==> src/rtl/stack_pkg.sv <==
// stack_pkg: shared constants for the stack-machine datapath.
// Holds the default stack geometry, the controller opcodes and the
// {push,pop} stack command encoding used by stack_unit and its controller.
package stack_pkg;
    localparam int WIDTH_DEF = 8;
    localparam int DEPTH_DEF = 16;

    localparam logic [2:0] OP_ADD  = 3'b000;
    localparam logic [2:0] OP_SUB  = 3'b001;
    localparam logic [2:0] OP_AND  = 3'b010;
    localparam logic [2:0] OP_NOT  = 3'b011;
    localparam logic [2:0] OP_PUSH = 3'b100;
    localparam logic [2:0] OP_POP  = 3'b101;
    localparam logic [2:0] OP_JMP  = 3'b110;
    localparam logic [2:0] OP_JZ   = 3'b111;

    typedef enum logic [1:0] {
        CMD_HOLD = 2'b00,
        CMD_POP  = 2'b01,
        CMD_PUSH = 2'b10,
        CMD_REPL = 2'b11
    } stack_cmd_e;
endpackage

==> src/rtl/stack_regfile.sv <==
// stack_regfile: DEPTH x WIDTH storage, one synchronous write port, two
// combinational read ports (TOS and NOS). Contents are not reset.
// Ports: clk, i_we/i_waddr/i_wdata write port,
//        i_raddr_a/o_rdata_a and i_raddr_b/o_rdata_b read ports.
module stack_regfile #(
    parameter int WIDTH = 8,
    parameter int DEPTH = 16,
    parameter int AW    = $clog2(DEPTH)
) (
    input  logic             clk,
    input  logic             i_we,
    input  logic [AW-1:0]    i_waddr,
    input  logic [WIDTH-1:0] i_wdata,
    input  logic [AW-1:0]    i_raddr_a,
    input  logic [AW-1:0]    i_raddr_b,
    output logic [WIDTH-1:0] o_rdata_a,
    output logic [WIDTH-1:0] o_rdata_b
);
    logic [WIDTH-1:0] r_mem [DEPTH];

    // Range guards matter only when DEPTH is not a power of two.
    logic w_wok, w_aok, w_bok;
    assign w_wok = {1'b0, i_waddr}   < (AW+1)'(DEPTH);
    assign w_aok = {1'b0, i_raddr_a} < (AW+1)'(DEPTH);
    assign w_bok = {1'b0, i_raddr_b} < (AW+1)'(DEPTH);

    always_ff @(posedge clk)
        if (i_we && w_wok) r_mem[i_waddr] <= i_wdata;

    assign o_rdata_a = w_aok ? r_mem[i_raddr_a] : '0;
    assign o_rdata_b = w_bok ? r_mem[i_raddr_b] : '0;
endmodule

==> src/rtl/stack_unit.sv <==
// stack_unit: hardware LIFO on the controller stack port.
// Ports: clk, rst (async, active-high); i_push/i_pop/i_tos strobes,
//        i_din push data, i_clr_err clears sticky errors;
//        o_dout TOS, o_nos NOS, o_zero, o_count, o_full, o_empty, o_ovf, o_unf.
// Config: define STACK_ERR_EN to implement sticky ovf/unf and clr_err;
//         otherwise both flags are tied 0.
module stack_unit
    import stack_pkg::*;
#(
    parameter int WIDTH = WIDTH_DEF,
    parameter int DEPTH = DEPTH_DEF,
    parameter int CW    = $clog2(DEPTH+1)
) (
    input  logic             clk,
    input  logic             rst,
    input  logic             i_push,
    input  logic             i_pop,
    input  logic             i_tos,
    input  logic [WIDTH-1:0] i_din,
    input  logic             i_clr_err,
    output logic [WIDTH-1:0] o_dout,
    output logic [WIDTH-1:0] o_nos,
    output logic             o_zero,
    output logic [CW-1:0]    o_count,
    output logic             o_full,
    output logic             o_empty,
    output logic             o_ovf,
    output logic             o_unf
);
    localparam int AW = $clog2(DEPTH);

    logic [CW-1:0]    r_sp, w_sp_nxt;
    logic [AW-1:0]    w_tos_addr, w_nos_addr, w_waddr;
    logic [WIDTH-1:0] w_rd_tos, w_rd_nos;
    logic             w_we, w_ovf_set, w_unf_set, w_empty, w_full;
    stack_cmd_e       w_cmd;

    assign w_cmd      = stack_cmd_e'({i_push, i_pop});
    assign w_empty    = r_sp == '0;
    assign w_full     = r_sp == CW'(DEPTH);
    assign w_tos_addr = AW'(r_sp - 1'b1);
    assign w_nos_addr = AW'(r_sp - 2'd2);
    // Replace overwrites the current TOS; push (incl. replace on empty) writes at sp.
    assign w_waddr    = (i_pop && !w_empty) ? w_tos_addr : AW'(r_sp);

    always_comb begin
        w_sp_nxt  = r_sp;
        w_we      = 1'b0;
        w_ovf_set = 1'b0;
        w_unf_set = i_tos && w_empty;
        case (w_cmd)
            CMD_PUSH: begin
                w_ovf_set = w_full;
                w_we      = !w_full;
                w_sp_nxt  = w_full ? r_sp : r_sp + 1'b1;
            end
            CMD_POP: begin
                w_unf_set = w_unf_set || w_empty;
                w_sp_nxt  = w_empty ? r_sp : r_sp - 1'b1;
            end
            CMD_REPL: begin
                w_we     = 1'b1;
                w_sp_nxt = w_empty ? r_sp + 1'b1 : r_sp;
            end
            default: ;
        endcase
    end

    always_ff @(posedge clk or posedge rst)
        if (rst) r_sp <= '0;
        else     r_sp <= w_sp_nxt;

    // A command coinciding with reset must not touch the array either.
    stack_regfile #(.WIDTH(WIDTH), .DEPTH(DEPTH), .AW(AW)) u_regfile (
        .clk       (clk),
        .i_we      (w_we && !rst),
        .i_waddr   (w_waddr),
        .i_wdata   (i_din),
        .i_raddr_a (w_tos_addr),
        .i_raddr_b (w_nos_addr),
        .o_rdata_a (w_rd_tos),
        .o_rdata_b (w_rd_nos)
    );

`ifdef STACK_ERR_EN
    logic r_ovf, r_unf;
    // Set wins over a simultaneous clear.
    always_ff @(posedge clk or posedge rst)
        if (rst) begin
            r_ovf <= 1'b0;
            r_unf <= 1'b0;
        end else begin
            r_ovf <= w_ovf_set || (r_ovf && !i_clr_err);
            r_unf <= w_unf_set || (r_unf && !i_clr_err);
        end
    assign o_ovf = r_ovf;
    assign o_unf = r_unf;
`else
    logic w_unused;
    assign w_unused = i_clr_err ^ w_ovf_set ^ w_unf_set;
    assign o_ovf    = 1'b0;
    assign o_unf    = 1'b0;
`endif

    assign o_dout  = w_empty ? '0 : w_rd_tos;
    assign o_nos   = (r_sp < CW'(2)) ? '0 : w_rd_nos;
    assign o_zero  = !w_empty && (o_dout == '0);
    assign o_count = r_sp;
    assign o_full  = w_full;
    assign o_empty = w_empty;
endmodule

==> config.mk <==
export PLATFORM = sky130hd
export DESIGN_NAME = stack_unit
export DESIGN_NICKNAME = d
export VERILOG_FILES = /design/src/rtl/stack_pkg.sv /design/src/rtl/stack_regfile.sv /design/src/rtl/stack_unit.sv
export SDC_FILE = /design/constraint.sdc
export NUM_CORES = 1
export LEC_CHECK = 0
export BUFFER_PORTS_ARGS = -buffer_cell sky130_fd_sc_hd__buf_2
export CORE_ASPECT_RATIO = 2
export CORE_MARGIN = 1.5
export CORE_UTILIZATION = 50
export DETAILED_ROUTE_END_ITERATION = 8
export HOLD_SLACK_MARGIN = 0.12
export PLACE_DENSITY = 0.7
export SLEW_MARGIN = 0
export SYNTH_ARGS = -nofsm -noshare
export SYNTH_HDL_FRONTEND = slang
export SYNTH_SLANG_ARGS = --single-unit
==> constraint.sdc <==
create_clock -name clk -period 3.8 [get_ports clk]
set_input_delay 0.38 -clock clk [delete_from_list [all_inputs] [get_ports clk]]
set_output_delay 0.38 -clock clk [all_outputs]
set_load 0.01 [all_outputs]
==> results.toml, run 1 <==
[status]
status = "completed"

[critical_path]
cp.arrival_ns = 3.23
crit_fanout = 12
reg2reg_from = "o_count[0]$_DFFE_PP0P_"
startpoint_type = "flip-flop"
crit_required_ns = 3.42
worstReg2RegEnd = "u_regfile.r_mem[2][1]$_DFFE_PP_"
end_kind = "output pin"
rrSetupSlack_ns = 0.73
crit_type = "flip-flop to output pin"
worst-r2r-cell-count = 10

[timing]
slew_headroom = 0.426
fin_crit_sh = 0.949
worst_pin_slew_ns = 0.861
report.final.hold_viol_count = 0
rsz0062_at_grt = "false"
maxSlewViolCount = 0
fmax_ghz = 0.277
min_period_ns = 3.61
finalSetupViolCount = 0
fin_tns_setup_ns = 0
clock_skew_ns = 0.00785

[synthesis]
yosys.area.top_type_share = 0.582
synth-seq-area-share = 0.601
netlist_instances = 374
synthDistinctLibCells = 42
ys.flop_type = "edfxtp_1"
yosys-top-cells-area = "edfxtp_1 (58%), mux4_2 (25%), dfrtp_1 (1.9%)"
synthArstFlopShare = 0.0376
avgSynthCellArea_um2 = 17.7
synth_warnings = 0
syn_area_mm2 = 0.00660
ys_ff_latch = 133
synth_edf_count = 128
netlist.top_cell.by_area = "edfxtp_1"

[grt]
grt_pass1_vias = 4029
grt-ovfl-total = 0
grt_max_degree = 48
grt_antenna_before_repair = 0
grt_usage = 0.247
grt_pass1_wl_mm = 24.3

[floorplanning]
placementRows = 59
floorplan.initialDensity = 0.511
fp.dieW_um = 84.3
io-pin-count = 40
die_y_um = 166
coreArea_mm2 = 0.0129
die-area_mm2 = 0.0139

[min_path]
worstHoldPathType = "input port to flip-flop"
holdPathEnd = "u_regfile.r_mem[9][2]$_DFFE_PP_"
min_from = "i_din[2]"
holdPathStages = 1

[finish]
final_cell_mix = "edfxtp_1 (128), mux4_2 (72), buf_2 (35)"
fill_cells = 937
regArea_mm2 = 0.00397
final_common_cell = "edfxtp_1"
area_growth_syn_to_layout_pct = 16.7
layout-drive-gt1-share = 0.419
diodes = 0
multi_input_area_mm2 = 0.00250
final_util = 0.597
nNetsFinal = 458

[clock_network]
clock_path_buffers = 2
numCtsBuffers = 17
cts_tree = "done"
htree_levels = 4
clk_latency_ns = 0.41
cts.sinks = 133
post_cts_buffers = 0
clock-root-buffer = "clkbuf_16"
clk_pin_slew_ns = 0.06

[placement]
hpwl_mm = 11.5
portBuffers = 35
globalplace.congestion = 0.891

[power]
ir_worst_vdd_mv = 1.06
swShare = 0.375
comb_power_share = 0.549
p_int_mw = 4.53
p_leak_nw = 2.66
power_density_mw_per_mm2 = 940
seq_power_share = 0.246
switchingPower_mw = 2.72
clock_power_share = 0.206

[route]
vias_per_cell = 6.42
ant_nets = 0
avgRoutedWirePerCell_um = 26.5
drc_errors = 0
num_vias = 3860
drt_iter0_drc = 386
dr.pass1.iters = 5
wl_mm = 15.9

[flow_run]
drv_cap = 0
synth_stat cells, types with 3 or more instances:
master    number
dfrtp_1        5
nor3_1         3
nand3_1        4
edfxtp_1     128
nand2_1       25
mux4_2        72
mux2i_1       10
buf_1          4
buf_6          3
nor2_1        24
clkbuf_1      10
a21oi_1        8
inv_1          6
buf_4          5
and3_1         3
xnor2_1        8
buf_2          5
nor2b_1       10
ha_1           6
a31oi_1        6
critical path: stages (launching register included):
cell,delay (ns)
dfrtp_4,0.48
inv_1,0.12
buf_4,0.23
ha_1,0.19
or4b_4,0.52
inv_1,0.30
a21oi_1,0.18
o32a_1,0.40
nor4_2,0.23
buf_2,0.16
sequential cells by signal, indices dropped and copies added (netlist names):
signal,cells
u_regfile.r_mem,128
o_count,5
repair_timing:
action | in CTS | in global routing
hold buffers | 1 | 0
endpoints found under the hold margin | 5 | 0
endpoints found under the setup margin | 0 | 1
gates resized for setup | 0 | 3
routing by layer:
metal | global-route usage | routed length (um)
met5 | 0 | 0
met1 | 0.282 | 5380
met3 | 0.0532 | 1010
met4 | 0.125 | 673
met2 | 0.435 | 8850
cell families (layout without fill, tap and decap cells):
family                   after synthesis  after routing  share of synthesized area
AO/OA/AOI/OAI                         23             23                     0.0220
XOR/XNOR                              10             10                     0.0133
adder cells (fa/ha/maj)                6              6                     0.0114
buffers and inverters                 33            107                     0.0260
flip-flops                           133            133                      0.601
multiplexers                          83             83                      0.262
other                                  1              2                   0.000568
AND/OR/NAND/NOR                       85             85                     0.0635
area by class of cell:
| type | count | area share |
|---|---|---|
| Inverter | 6 | 0.00292 |
| Multi-Input combinational cell | 209 | 0.324 |
| Tap cell | 152 | 0.0247 |
| Clock inverter | 13 | 0.0146 |
| Clock buffer | 17 | 0.0552 |
| Sequential cell | 133 | 0.515 |
| Timing Repair Buffer | 71 | 0.0630 |
power by group through the flow:
stage | combinational [mW] | sequential, mW | clock, mW
floorplan | 2.76 | 1.79 | 0
global placement | 3.92 | 1.80 | 0
detailed placement | 3.99 | 1.81 | 0
CTS | 4.01 | 1.78 | 1.51
global route | 4.26 | 1.79 | 1.57
finish | 3.98 | 1.78 | 1.49
stage by stage:
step	cells	instance area, um2	total power [mW]	hold slack [ns]	worst slack [ns]
final	601	7710	7.25	0.345	0.193
after CTS	601	7700	7.30	0.324	0.0463
after global routing	601	7710	7.62	0.344	0.0311
after floorplan	375	6620	4.55	0.167	0.0303
after global placement	570	7150	5.72	0.314	0.499
after detailed placement	570	7150	5.80	0.317	0.501
worst max path at each step:
| stage | from | to | slack [ns] | cells past startpoint |
|---|---|---|---|---|
| after floorplan | o_count[0]$_DFFE_PP0P_ | o_zero | 0.03 | 12 |
| after global placement | o_count[1]$_DFFE_PP0P_ | o_zero | 0.50 | 10 |
| after detailed placement | o_count[1]$_DFFE_PP0P_ | o_zero | 0.50 | 10 |
| after CTS | o_count[1]$_DFFE_PP0P_ | o_zero | 0.05 | 10 |
| after global routing | o_count[0]$_DFFE_PP0P_ | o_zero | 0.03 | 7 |
| final | o_count[0]$_DFFE_PP0P_ | o_zero | 0.19 | 9 |
Power figures use the tool's default switching activity.
==> run 2, diff against run 1 <==
Settings changed: ABC_AREA set to 1.
==> results.toml, run 2 <==
[timing]
report.final.hold_viol_count = 0
maxSlewViolCount = 0
fin_tns_setup_ns = 0
fmax_ghz = 0.287
clock_skew_ns = 0.00601
finalSetupViolCount = 0
min_period_ns = 3.49
rsz0062_at_grt = "false"
whs_ns = 0.352
worst_pin_slew_ns = 1.10
finalWorstSetupSlack_ns = 0.315
fin_crit_sh = 0.917
slew_headroom = 0.268

[critical_path]
worst-r2r-cell-count = 6
crit_type = "flip-flop to output pin"
crit_fanout = 19
worstReg2RegEnd = "u_regfile.r_mem[12][3]$_DFFE_PP_"
startpoint_type = "flip-flop"
rrSetupSlack_ns = 0.74
crit_required_ns = 3.42
reg2reg_from = "o_count[0]$_DFFE_PP0P_"
end_kind = "output pin"
cp.arrival_ns = 3.11

[clock_network]
cts.sinks = 133
cts_tree = "done"
clk_pin_slew_ns = 0.06
clock_path_buffers = 2
clock-root-buffer = "clkbuf_16"
htree_levels = 4
clk_latency_ns = 0.43
numCtsBuffers = 17

[placement]
globalplace.congestion = 0.859
place_inst = 962
hpwl_mm = 12.5
place_ws_ns = 0.512
placedInstanceArea_mm2 = 0.00735
portBuffers = 35

[power]
p_leak_nw = 3.06
ir_worst_vdd_mv = 0.660
power_density_mw_per_mm2 = 980

[synthesis]
ys_ff_latch = 133
yosys.cell_count.top_type = "nand2_1"
netlist_instances = 764
syn_area_mm2 = 0.00702
synthDistinctLibCells = 34
synth_edf_count = 128
synth_warnings = 0
avgSynthCellArea_um2 = 9.19
synth_commonest_cells = "nand2_1 (161), edfxtp_1 (128), nand3_1 (124), nor2_1 (84), o21ai_0 (73)"
netlist.top_cell.by_area = "edfxtp_1"
synth-seq-area-share = 0.565
ys.flop_type = "edfxtp_1"
synthArstFlopShare = 0.0376
yosys-top-cells-area = "edfxtp_1 (55%), nand3_1 (8.8%), nand2_1 (8.6%)"
yosys.area.top_type_share = 0.547

[min_path]
holdPathEnd = "u_regfile.r_mem[6][4]$_DFFE_PP_"
holdPathStages = 1
worstHoldPathType = "input port to flip-flop"
min_from = "i_din[4]"

[floorplanning]
io-pin-count = 40
fp.dieW_um = 86.8
placementRows = 61
coreArea_mm2 = 0.0138
die_y_um = 171
die-area_mm2 = 0.0148
floorplan.initialDensity = 0.508

[finish]
final_area_mm2 = 0.00797
final_cell_mix = "nand2_1 (161), edfxtp_1 (128), nand3_1 (124)"
fill_cells = 1162
multi_input_area_mm2 = 0.00261
area_growth_syn_to_layout_pct = 13.4
largest_reg_flops = 128
final_common_cell = "nand2_1"
fin_cells = 995
layout-drive-gt1-share = 0.139
nNetsFinal = 813
regMostFlops = "u_regfile.r_mem"
diodes = 0
regArea_mm2 = 0.00397

[grt]
grt-ovfl-total = 0
grt_pass1_vias = 5756
grt_pass1_wl_mm = 29.8
grt_usage = 0.277
grt_antenna_before_repair = 0
grt_max_degree = 151

[route]
dr.pass1.iters = 5
num_vias = 5877
wl_mm = 19.7
drt_iter0_drc = 781
vias_per_cell = 5.91
drc_errors = 0
avgRoutedWirePerCell_um = 19.8
ant_nets = 0

[flow_run]
drv_cap = 0

[status]
status = "completed"
[run 2: changes by cell type after synthesis, moves of 14 or more]
cell / previous run / this run
nand2_1: 25 / 161
nand3_1: 4 / 124
nor2_1: 24 / 84
inv_1: 6 / 39
o21ai_0: 0 / 73
o211ai_1: 0 / 18
mux4_2: 72 / 0
buf_2: 5 / 22
a21oi_1: 8 / 22
[run 2: cell type report]
class                      instances  share of cell area
inverter                          46              0.0221
clock buffer                      17              0.0534
timing repair buffer              59              0.0465
clock inverter                    15              0.0225
multi-input combinational        536               0.327
tap                              189              0.0297
sequential                       133               0.499
[run 2: routing by layer]
layer	GRT usage	up-vias	share of wire
met3	0.0550	72	0.061
met4	0.188	0	0.058
li1	-	2721	-
met2	0.487	291	0.53
met1	0.290	2793	0.35
met5	0	-	0
[run 2: worst max-delay path by stage]
stage,start,to,slack (ns),depth (start not counted)
floorplan,o_count[0]$_DFFE_PP0P_,u_regfile.r_mem[10][0]$_DFFE_PP_,1.11,9
global placement,o_count[2]$_DFFE_PP0P_,o_nos[6],0.53,8
detailed placement,o_count[2]$_DFFE_PP0P_,o_nos[6],0.51,8
CTS,o_count[2]$_DFFE_PP0P_,o_nos[6],0.05,8
global route,o_count[1]$_DFFE_PP0P_,o_zero,0.14,14
finish,o_count[2]$_DFFE_PP0P_,o_nos[6],0.31,8
[run 2: power breakdown]
group / internal (mW) / switching (mW)
combinational: 1.31 / 3.02
sequential: 1.72 / 0.0799
clock: 1.03 / 0.641
total: 4.07 / 3.74
[run 2: worst max-delay path, stage by stage (launching register included)]
cell and delay [ns]:
dfrtp_1 0.55, inv_2 0.11, ha_1 0.29, buf_4 0.26, clkinvlp_4 0.46, nand3_1 0.26
a21oi_1 0.16, a211oi_1 0.38, buf_2 0.21
[run 2: timing repair]
item / CTS / global route
hold endpoints to repair: 5 / 0
setup buffers: 0 / 0
resized for setup: 0 / 1
endpoints found under the setup margin: 0 / 1
hold buffers: 1 / 0
[run 2: kinds of logic after synthesis]
logic type | share of synthesized area
buf+inv | 0.0643
flops | 0.565
compound gates | 0.115
simple gates | 0.233
xor+xnor | 0.0112
fa+ha+maj | 0.0107
other cells | 0.000534
[run 2: metrics by stage]
stage / power, mW / util
5_1_grt: 8.25 / 0.577
3_5_place_dp: 6.05 / 0.532
4_1_cts: 7.73 / 0.576
2_1_floorplan: 4.73 / -
3_3_place_gp: 5.96 / 0.532
6_report: 7.81 / 0.577
==> run 3, diff against run 2 <==
Settings changed: PLACE_DENSITY 0.7 to 0.67.
Clock period 3.8 ns to 4 ns, I/O delays scaled along.
==> results.toml, run 3 (same netlist as run 2, synthesis figures left out) <==
[grt]
grt_antenna_before_repair = 0
grt_max_degree = 114
grt_util_met3 = 0.0492
grt_util_met2 = 0.477
grt_pass1_vias = 5765
busiest_layer = "met2"
gr-usage-met1 = 0.313
grt_usage = 0.281
grt_pass1_wl_mm = 30.2
grt-ovfl-total = 0

[flow_run]
drv_cap = 0

[timing]
rsz0062_at_grt = "false"
fmax_ghz = 0.278
fin_tns_setup_ns = 0
min_period_ns = 3.60
maxSlewViolCount = 0
clock_skew_ns = 0.0114
report.final.hold_viol_count = 0
fin_crit_sh = 0.901
finalSetupViolCount = 0
worst_pin_slew_ns = 1.12
slew_headroom = 0.254

[critical_path]
end_kind = "output pin"
reg2reg_from = "o_count[0]$_DFFE_PP0P_"
crit_fanout = 19
worstReg2RegEnd = "u_regfile.r_mem[12][4]$_DFFE_PP_"
crit_type = "flip-flop to output pin"
cp.arrival_ns = 3.20
startpoint_type = "flip-flop"
rrSetupSlack_ns = 0.87
worst-r2r-cell-count = 6
crit_required_ns = 3.60

[floorplanning]
floorplan.initialDensity = 0.508
die-area_mm2 = 0.0148
placementRows = 61
die_y_um = 171
io-pin-count = 40
coreArea_mm2 = 0.0138
fp.dieW_um = 86.8

[route]
avgRoutedWirePerCell_um = 19.9
num_vias = 5942
vias_per_cell = 5.97
drt_iter0_drc = 747
drc_errors = 0
wl_mm = 19.8
dr.pass1.iters = 6
ant_nets = 0

[finish]
nNetsFinal = 814
layout-drive-gt1-share = 0.131
fill_cells = 1179
diodes = 0
regMostFlops = "u_regfile.r_mem"
area_growth_syn_to_layout_pct = 12.2
final_util = 0.570
final_cell_mix = "nand2_1 (161), edfxtp_1 (128), nand3_1 (124)"
largest_reg_flops = 128
final_common_cell = "nand2_1"

[power]
comb_power_share = 0.566
clock_power_share = 0.195
ir_worst_vdd_mv = 0.600
p_leak_nw = 3.03
switchingPower_mw = 3.45
swShare = 0.482
seq_power_share = 0.239
power_density_mw_per_mm2 = 909
p_int_mw = 3.71

[placement]
hpwl_mm = 13.1
globalplace.congestion = 0.911
portBuffers = 35

[clock_network]
numCtsBuffers = 17
clock-root-buffer = "clkbuf_16"
htree_levels = 4
clock_path_buffers = 2
clk_pin_slew_ns = 0.06
post_cts_buffers = 0
cts_tree = "done"
cts.sinks = 133
cts_resized = 0
clk_latency_ns = 0.42

[min_path]
worstHoldPathType = "input port to flip-flop"
min_from = "i_din[4]"
holdPathEnd = "u_regfile.r_mem[9][4]$_DFFE_PP_"
holdPathStages = 1

[status]
status = "completed"
[run 3: cell types whose count changed in the layout (fill, tap and decap cells not counted)]
cell and change:
bufinv_16 -2, buf_12 -1, clkinv_4 -2, clkinv_2 +2, buf_4 +2, clkinv_1 +4
inv_6 -3, clkinvlp_4 -2, clkbuf_1 +3
[run 3: what timing repair did]
| item | in CTS | in global routing |
|---|---|---|
| hold buffers | 1 | 0 |
| endpoints found under the setup margin | 0 | 0 |
| hold endpoints to repair | 5 | 0 |
[run 3: area by class of cell]
cell class	count	area [um2]	share of cell area
flip-flops and latches	133	3970	0.504
multi-input cells	536	2610	0.331
clock buffers	20	437	0.0554
repair buffers	60	365	0.0464
well taps	189	236	0.0300
inverters	46	173	0.0219
clock inverters	12	88.8	0.0113
[run 3: how the worst max path moves through the flow]
stage / end / slack [ns] / start / cells after the start
2_1_floorplan: u_regfile.r_mem[10][0]$_DFFE_PP_ / 1.31 / o_count[0]$_DFFE_PP0P_ / 9
3_3_place_gp: o_nos[4] / 0.87 / o_count[1]$_DFFE_PP0P_ / 9
3_5_place_dp: o_nos[4] / 0.87 / o_count[1]$_DFFE_PP0P_ / 9
4_1_cts: o_nos[4] / 0.43 / o_count[1]$_DFFE_PP0P_ / 9
5_1_grt: o_nos[4] / 0.19 / o_count[1]$_DFFE_PP0P_ / 9
6_report: o_nos[4] / 0.40 / o_count[2]$_DFFE_PP0P_ / 8
[run 3: per-stage QoR]
stage | power (mW) | area (um2) | instances | hold WS [ns] | setup slack [ns]
floorplan | 4.50 | 7030 | 765 | 0.187 | 1.31
global placement | 5.65 | 7340 | 963 | 0.323 | 0.873
detailed placement | 5.74 | 7340 | 963 | 0.328 | 0.875
CTS | 7.14 | 7880 | 996 | 0.347 | 0.426
global route | 7.63 | 7880 | 996 | 0.359 | 0.192
finish | 7.16 | 7880 | 996 | 0.361 | 0.398
[run 3: power by group through the flow]
| stage | Combinational (mW) | Clock (mW) | Sequential (mW) |
|---|---|---|---|
| final | 4.06 | 1.40 | 1.71 |
| after global routing | 4.44 | 1.47 | 1.72 |
| after CTS | 4.03 | 1.40 | 1.71 |
| after detailed placement | 4.00 | 0 | 1.74 |
| after global placement | 3.91 | 0 | 1.73 |
| after floorplan | 2.77 | 0 | 1.73 |
[run 3: per-layer routing]
layer	vias up	routed length, um
met5	-	0
met4	0	1140
met3	84	1310
met2	325	10400
met1	2814	6960
li1	2719	-
[run 3: worst max-delay path: stages, from the launching register on]
cell and delay (ns):
dfrtp_1 0.56, inv_2 0.11, ha_1 0.29, buf_4 0.26, clkinv_1 0.61, o211ai_1 0.31, o21ai_0 0.14, a211oi_1 0.28
buf_2 0.20
